File: config.mk
export PLATFORM = sky130hd
export DESIGN_NAME = mlp_train_sequencer
export DESIGN_NICKNAME = d
export VERILOG_FILES = /design/src/rtl/mlp_train_sequencer.sv
export SDC_FILE = /design/constraint.sdc
export NUM_CORES = 1
export LEC_CHECK = 0
export ABC_AREA = 1
export ABC_CLOCK_PERIOD_IN_PS = 10400
export CAP_MARGIN = 15
export CORE_AREA = 5 5 205 207
export DETAILED_ROUTE_END_ITERATION = 8
export DIE_AREA = 0 0 210 212
export DONT_BUFFER_PORTS = 1
export GPL_ROUTABILITY_DRIVEN = 0
export GPL_TIMING_DRIVEN = 0
export PLACE_DENSITY = 0.65
export SLEW_MARGIN = 0
export SYNTH_ARGS = -nofsm -noshare
export SYNTH_HDL_FRONTEND = slang
export SYNTH_SLANG_ARGS = --single-unit
File: constraint.sdc
create_clock -name clk -period 10.4 [get_ports clk]
set_clock_uncertainty 0.15 [all_clocks]
set_input_delay 1.04 -clock clk [delete_from_list [all_inputs] [get_ports clk]]
set_output_delay 1.04 -clock clk [all_outputs]
set_load 0.03 [all_outputs]
File: src/rtl/mlp_train_sequencer.sv
// rtl/mlp_train_sequencer.sv - training, scored evaluation and live-inference sequencer for a 2-in/1-out MLP
//
// Purpose: holds a programmable sample table, steps the MLP through num_epochs
// training passes, one scored evaluation pass, then free-running inference
// driven by the live switches.
//
// Ports:
//   clk, rst                 clock, synchronous active-high reset
//   start, num_epochs        run request (accepted in IDLE/DONE) and epoch count
//   cfg_we/addr/in0/in1/exp  sample-table write port (IDLE/DONE only)
//   first_input/second_input live switches used in DONE
//   mlp_values0/1, mlp_expected, mlp_training, mlp_step   drive to the MLP
//   mlp_step_done, mlp_prediction                         result from the MLP
//   busy, done, epoch, correct, output_led                status
module mlp_train_sequencer #(
    parameter int               WIDTH       = 32,
    parameter logic [WIDTH-1:0] ONE_VAL     = 32'h1000_0000,
    parameter logic [WIDTH-1:0] HALF_VAL    = 32'h0800_0000,
    parameter int               NUM_SAMPLES = 4,
    parameter int               EPOCH_W     = 16,
    localparam int              AW          = (NUM_SAMPLES > 1) ? $clog2(NUM_SAMPLES) : 1,
    localparam int              CW          = $clog2(NUM_SAMPLES + 1)
) (
    input  logic               clk,
    input  logic               rst,
    input  logic               start,
    input  logic [EPOCH_W-1:0] num_epochs,
    input  logic               cfg_we,
    input  logic [AW-1:0]      cfg_addr,
    input  logic [WIDTH-1:0]   cfg_in0,
    input  logic [WIDTH-1:0]   cfg_in1,
    input  logic [WIDTH-1:0]   cfg_exp,
    input  logic               first_input,
    input  logic               second_input,
    output logic [WIDTH-1:0]   mlp_values0,
    output logic [WIDTH-1:0]   mlp_values1,
    output logic [WIDTH-1:0]   mlp_expected,
    output logic               mlp_training,
    output logic               mlp_step,
    input  logic               mlp_step_done,
    input  logic [WIDTH-1:0]   mlp_prediction,
    output logic               busy,
    output logic               done,
    output logic [EPOCH_W-1:0] epoch,
    output logic [CW-1:0]      correct,
    output logic               output_led
);

    typedef enum logic [2:0] {
        S_IDLE,
        S_TRAIN_ISSUE,
        S_TRAIN_WAIT,
        S_EVAL_ISSUE,
        S_EVAL_WAIT,
        S_DONE
    } state_t;

    state_t             r_state;
    logic [WIDTH-1:0]   r_tab_in0 [NUM_SAMPLES];
    logic [WIDTH-1:0]   r_tab_in1 [NUM_SAMPLES];
    logic [WIDTH-1:0]   r_tab_exp [NUM_SAMPLES];
    logic [AW-1:0]      r_idx;
    logic [EPOCH_W-1:0] r_epoch;
    logic [EPOCH_W-1:0] r_num_epochs;
    logic [CW-1:0]      r_correct;
    logic               r_led;
    logic               r_pending;   // inference step outstanding in DONE

    logic               w_cfg_ok;
    logic               w_start_ok;
    logic               w_last;
    logic               w_pred_hi;
    logic               w_exp_hi;
    logic [EPOCH_W-1:0] w_epoch_inc;

    assign w_cfg_ok    = (r_state == S_IDLE) || (r_state == S_DONE);
    assign w_start_ok  = start && w_cfg_ok;
    assign w_last      = (r_idx == AW'(NUM_SAMPLES - 1));
    assign w_pred_hi   = $signed(mlp_prediction) > $signed(HALF_VAL);
    assign w_exp_hi    = $signed(r_tab_exp[r_idx]) > $signed(HALF_VAL);
    // Saturating increment: the counter sticks at all-ones.
    assign w_epoch_inc = (r_epoch == '1) ? r_epoch : r_epoch + 1'b1;

    // Table is deliberately outside reset so a reset does not lose the program.
    always_ff @(posedge clk) begin
        if (cfg_we && w_cfg_ok && (int'(cfg_addr) < NUM_SAMPLES)) begin
            r_tab_in0[cfg_addr] <= cfg_in0;
            r_tab_in1[cfg_addr] <= cfg_in1;
            r_tab_exp[cfg_addr] <= cfg_exp;
        end
    end

    always_ff @(posedge clk) begin
        if (rst) begin
            r_state      <= S_IDLE;
            r_idx        <= '0;
            r_epoch      <= '0;
            r_num_epochs <= '0;
            r_correct    <= '0;
            r_led        <= 1'b0;
            r_pending    <= 1'b0;
        end else if (w_start_ok) begin
            r_num_epochs <= num_epochs;
            r_epoch      <= '0;
            r_idx        <= '0;
            r_correct    <= '0;
            r_pending    <= 1'b0;
            r_state      <= (num_epochs == '0) ? S_EVAL_ISSUE : S_TRAIN_ISSUE;
        end else begin
            case (r_state)
                S_TRAIN_ISSUE: r_state <= S_TRAIN_WAIT;
                S_TRAIN_WAIT: begin
                    if (mlp_step_done) begin
                        if (w_last) begin
                            r_idx   <= '0;
                            r_epoch <= w_epoch_inc;
                            r_state <= (w_epoch_inc == r_num_epochs) ? S_EVAL_ISSUE : S_TRAIN_ISSUE;
                        end else begin
                            r_idx   <= r_idx + 1'b1;
                            r_state <= S_TRAIN_ISSUE;
                        end
                    end
                end
                S_EVAL_ISSUE: r_state <= S_EVAL_WAIT;
                S_EVAL_WAIT: begin
                    if (mlp_step_done) begin
                        if (w_pred_hi == w_exp_hi) begin
                            r_correct <= r_correct + 1'b1;
                        end
                        r_led <= w_pred_hi;
                        if (w_last) begin
                            r_idx   <= '0;
                            r_state <= S_DONE;
                        end else begin
                            r_idx   <= r_idx + 1'b1;
                            r_state <= S_EVAL_ISSUE;
                        end
                    end
                end
                S_DONE: begin
                    // A step goes out on every cycle with nothing outstanding.
                    if (!r_pending) begin
                        r_pending <= 1'b1;
                    end else if (mlp_step_done) begin
                        r_pending <= 1'b0;
                        r_led     <= w_pred_hi;
                    end
                end
                default: r_state <= S_IDLE;
            endcase
        end
    end

    // Moore decode of the registered state; the table read follows the
    // write-first rule because the row is looked up in the cycle after a write.
    always_comb begin
        mlp_values0  = '0;
        mlp_values1  = '0;
        mlp_expected = '0;
        mlp_training = 1'b0;
        mlp_step     = 1'b0;
        case (r_state)
            S_TRAIN_ISSUE, S_TRAIN_WAIT, S_EVAL_ISSUE, S_EVAL_WAIT: begin
                mlp_values0  = r_tab_in0[r_idx];
                mlp_values1  = r_tab_in1[r_idx];
                mlp_expected = r_tab_exp[r_idx];
                mlp_training = (r_state == S_TRAIN_ISSUE) || (r_state == S_TRAIN_WAIT);
                mlp_step     = (r_state == S_TRAIN_ISSUE) || (r_state == S_EVAL_ISSUE);
            end
            S_DONE: begin
                mlp_values0 = first_input  ? ONE_VAL : '0;
                mlp_values1 = second_input ? ONE_VAL : '0;
                mlp_step    = !r_pending;
            end
            default: ;
        endcase
    end

    assign busy       = (r_state == S_TRAIN_ISSUE) || (r_state == S_TRAIN_WAIT) ||
                        (r_state == S_EVAL_ISSUE)  || (r_state == S_EVAL_WAIT);
    assign done       = (r_state == S_DONE);
    assign epoch      = r_epoch;
    assign correct    = r_correct;
    assign output_led = r_led;

endmodule

==> flow_summary_export.csv <==
group,metric,value,unit
global_route,gr-total-overflow,0,
sta,setup_viol,0,
synth,synthArstFlopShare,0,%
sta,fmax,0.225,GHz
sta,hold_viol_final,0,
critical_path,criticalPathCategory,"reg -> out",
detailed_routing,vias_per_cell,5.36,
global_route,grt_antenna_before_repair,0,
placement,pre_cts_ws,6530,ps
power_and_ir_drop,ir_drop,0.138,mV
global_route,grt_usage,21.1,%
critical_path,required,9210,ps
cts,root_buffer,"clkbuf_16",
detailed_routing,routed_wl,48000,um
cts,cts_made_buffers,46,
global_route,grt_pass1_wl,72200,um
placement,portBuffers,0,
power_and_ir_drop,p_leak,7.83,nW
die,num_rows,74,
die,fp.dieArea,44500,um2
placement,dpl.hpwl,34200,um
detailed_routing,first_iter_violations,1079,
status,status,"finished clean",
detailed_routing,drtAntennaViolNets,0,
cts,htree_num_levels,2,
hold_path,hold_path_class,"reg -> reg",
critical_path,worst_ep_arrival_time,3260,ps
sta,rsz0062_at_grt,"false",
finish,regArea,12400,um2
cts,post_cts_resized,0,
critical_path,r2r_slack,7560,ps
synth,syn_area,17800,um2
synth,synth.avg_cell_area,10.9,um2
cts,clkTransAtPathRegs,60,ps
sta,setup_tns,0,ps
synth,synth-seq-area-share,69.9,%
sta,fin_ws,5950,ps
detailed_routing,first_pass_iters,5,
sta,min_period,4450,ps
die,io_pins,273,
run,drv.max_cap_violation_count,0,
cts,insertion_delay,590,ps
power_and_ir_drop,power-per-cell-area,195,nW/um2
synth,synthCells,1629,
critical_path,endpoint_kind,"output pin",
placement,placed_cell_area,19000,um2
synth,yosysTopAreaCell,"edfxtp_1",
synth,ys_warn_count,0,
finish,multiInputGateArea,4440,um2
cts,cts_tree,"yes",
critical_path,crit_path_max_fanout,10,
die,die_w,210,um
synth,synth_edf_count,384,
synth,synth_top_cell_area_share,64.9,%
synth,synth-main-ff-cell,"edfxtp_1",
cts,postCtsSetupRepairBufs,0,
global_route,grt_pass1_vias,12200,
finish,area_delta_synth_final,15.0,%
cts,cts_hold_buf,0,
global_route,grt_max_degree,14,
sta,max_slew_margin,30.8,%
sta,fin_crit_sh,42.7,%
synth,synth_nets,1785,
detailed_routing,wl_per_cell,21.0,um
power_and_ir_drop,power,3.99,mW
synth,netlist_top_cells_area,"edfxtp_1, nand2_1, dfxtp_1",
detailed_routing,dr_total_vias,12300,
cts,clock-sinks,428,
finish,fillers,3510,
die,core,40200,um2
finish,num-nets-final,1879,
cts,ctsLongestPathBuffers,3,
critical_path,critPathLaunchType,"register",
detailed_routing,drc,0,
finish,drive_gt1_share,8.54,%
finish,antenna_cells,0,
finish,final_area,20400,um2
die,die_y,212,um
synth,ys_ff_latch,428,
sta,worstMarginPinSlew,1030,ps
sta,final_max_slew_viol_count,0,
die,start_util,44.2,%
synth,yosys.cell_types.count,38,
-- worst max-delay path, stage by stage (launching register included) --
cell and delay, ps:
dfxtp_1 320, inv_1 120, nand2_1 80, nor2_1 210, nor2_1 100, inv_1 80
nor2_1 160, inv_1 170, clkbuf_1 540, clkbuf_1 480, nand2_1 170, inv_1 250
-- routing by layer --
layer,share of wire [%],vias up,wire (um),track usage [%]
li1,-,5819,-,-
met1,40,5899,19000,26.5
met2,47,478,22600,34.3
met3,11,75,5210,8.10
met4,2.5,0,1220,6.26
met5,0,-,0,0
-- through the flow --
step                      instances  hold slack, ps  util, %
final                          2288             323     50.8
after global routing           2288             348     50.8
after CTS                      2288             322     50.8
after detailed placement       2207             313     47.2
after global placement         2161             308     45.9
after floorplan                1629             294        -
-- logic make-up after synthesis --
family / synth area share, %
simple gates: 15.8
fa+ha+maj: 0.211
buf+inv: 5.22
compound gates: 8.56
flops: 69.9
xor+xnor: 0.345
-- final cells by class --
| cell class | instances | area share, % |
|---|---|---|
| plain buffers | 84 | 1.95 |
| clock buffers | 58 | 5.85 |
| clock inverters | 23 | 1.31 |
| inverters | 141 | 2.59 |
| multi-input cells | 976 | 21.7 |
| flip-flops and latches | 428 | 60.7 |
| well taps | 532 | 3.26 |
| repair buffers | 46 | 2.55 |
-- state kept, by name (all words and copies together), names as in the netlist, 2 cells and up, named ones only --
| signal | cells |
|---|---|
| r_state | 3 |
| r_tab_in0 | 128 |
| epoch | 16 |
| r_tab_exp | 128 |
| r_idx | 2 |
| correct | 3 |
| r_num_epochs | 16 |
| r_tab_in1 | 128 |
-- final timing paths --
path,start,depth (start not counted),endpoint
min,r_num_epochs[6],2,r_num_epochs[6]
max reg2reg,r_state[0],9,r_tab_in1[2][19]
min reg2reg,r_num_epochs[6],2,r_num_epochs[6]
max,r_state[1],11,mlp_values0[31]
-- cell usage in the layout (no fill, tap or decap), types with 2 or more instances in the layout --
master / count
buf_4: 6
edfxtp_1: 384
nand2_1: 328
ha_1: 3
a21oi_1: 35
inv_2: 3
nor4_1: 5
nand3_1: 97
o22ai_1: 62
buf_6: 44
nand3_2: 2
bufinv_16: 5
clkinvlp_4: 2
xor2_1: 6
clkbuf_1: 68
nor2_2: 2
o21bai_1: 2
dfxtp_1: 44
clkinv_1: 8
o21ai_0: 164
o21ai_1: 3
nor3_2: 4
nor2_1: 225
o211ai_1: 4
buf_8: 5
inv_1: 138
nor3_1: 2
nand4_1: 17
clkinv_2: 5
clkbuf_16: 46
a32o_1: 2
or2_2: 2
buf_2: 18
-- synthesized netlist by cell type, types with 2 or more instances --
cell type / count
or2_2: 2
clkbuf_1: 56
ha_1: 3
o21bai_1: 2
inv_2: 3
buf_4: 2
dfxtp_1: 44
nor3_1: 6
buf_6: 7
o22ai_1: 62
nor2_2: 2
xor2_1: 6
nand4_1: 17
edfxtp_1: 384
nor4_1: 5
nand2_1: 328
a21oi_1: 35
o21ai_1: 3
a32o_1: 2
nand3_2: 2
nand3_1: 97
buf_2: 18
o211ai_1: 4
nor2_1: 225
o21ai_0: 164
inv_1: 138
-- power breakdown --
| group | total (mW) | internal [mW] | leakage (nW) | switching, mW |
|---|---|---|---|---|
| clock network | 1.60 | 0.940 | 0.704 | 0.658 |
| registers | 1.97 | 1.95 | 3.86 | 0.0176 |
| logic | 0.422 | 0.0861 | 3.26 | 0.336 |
No activity file was read; power rests on OpenSTA's default activity.
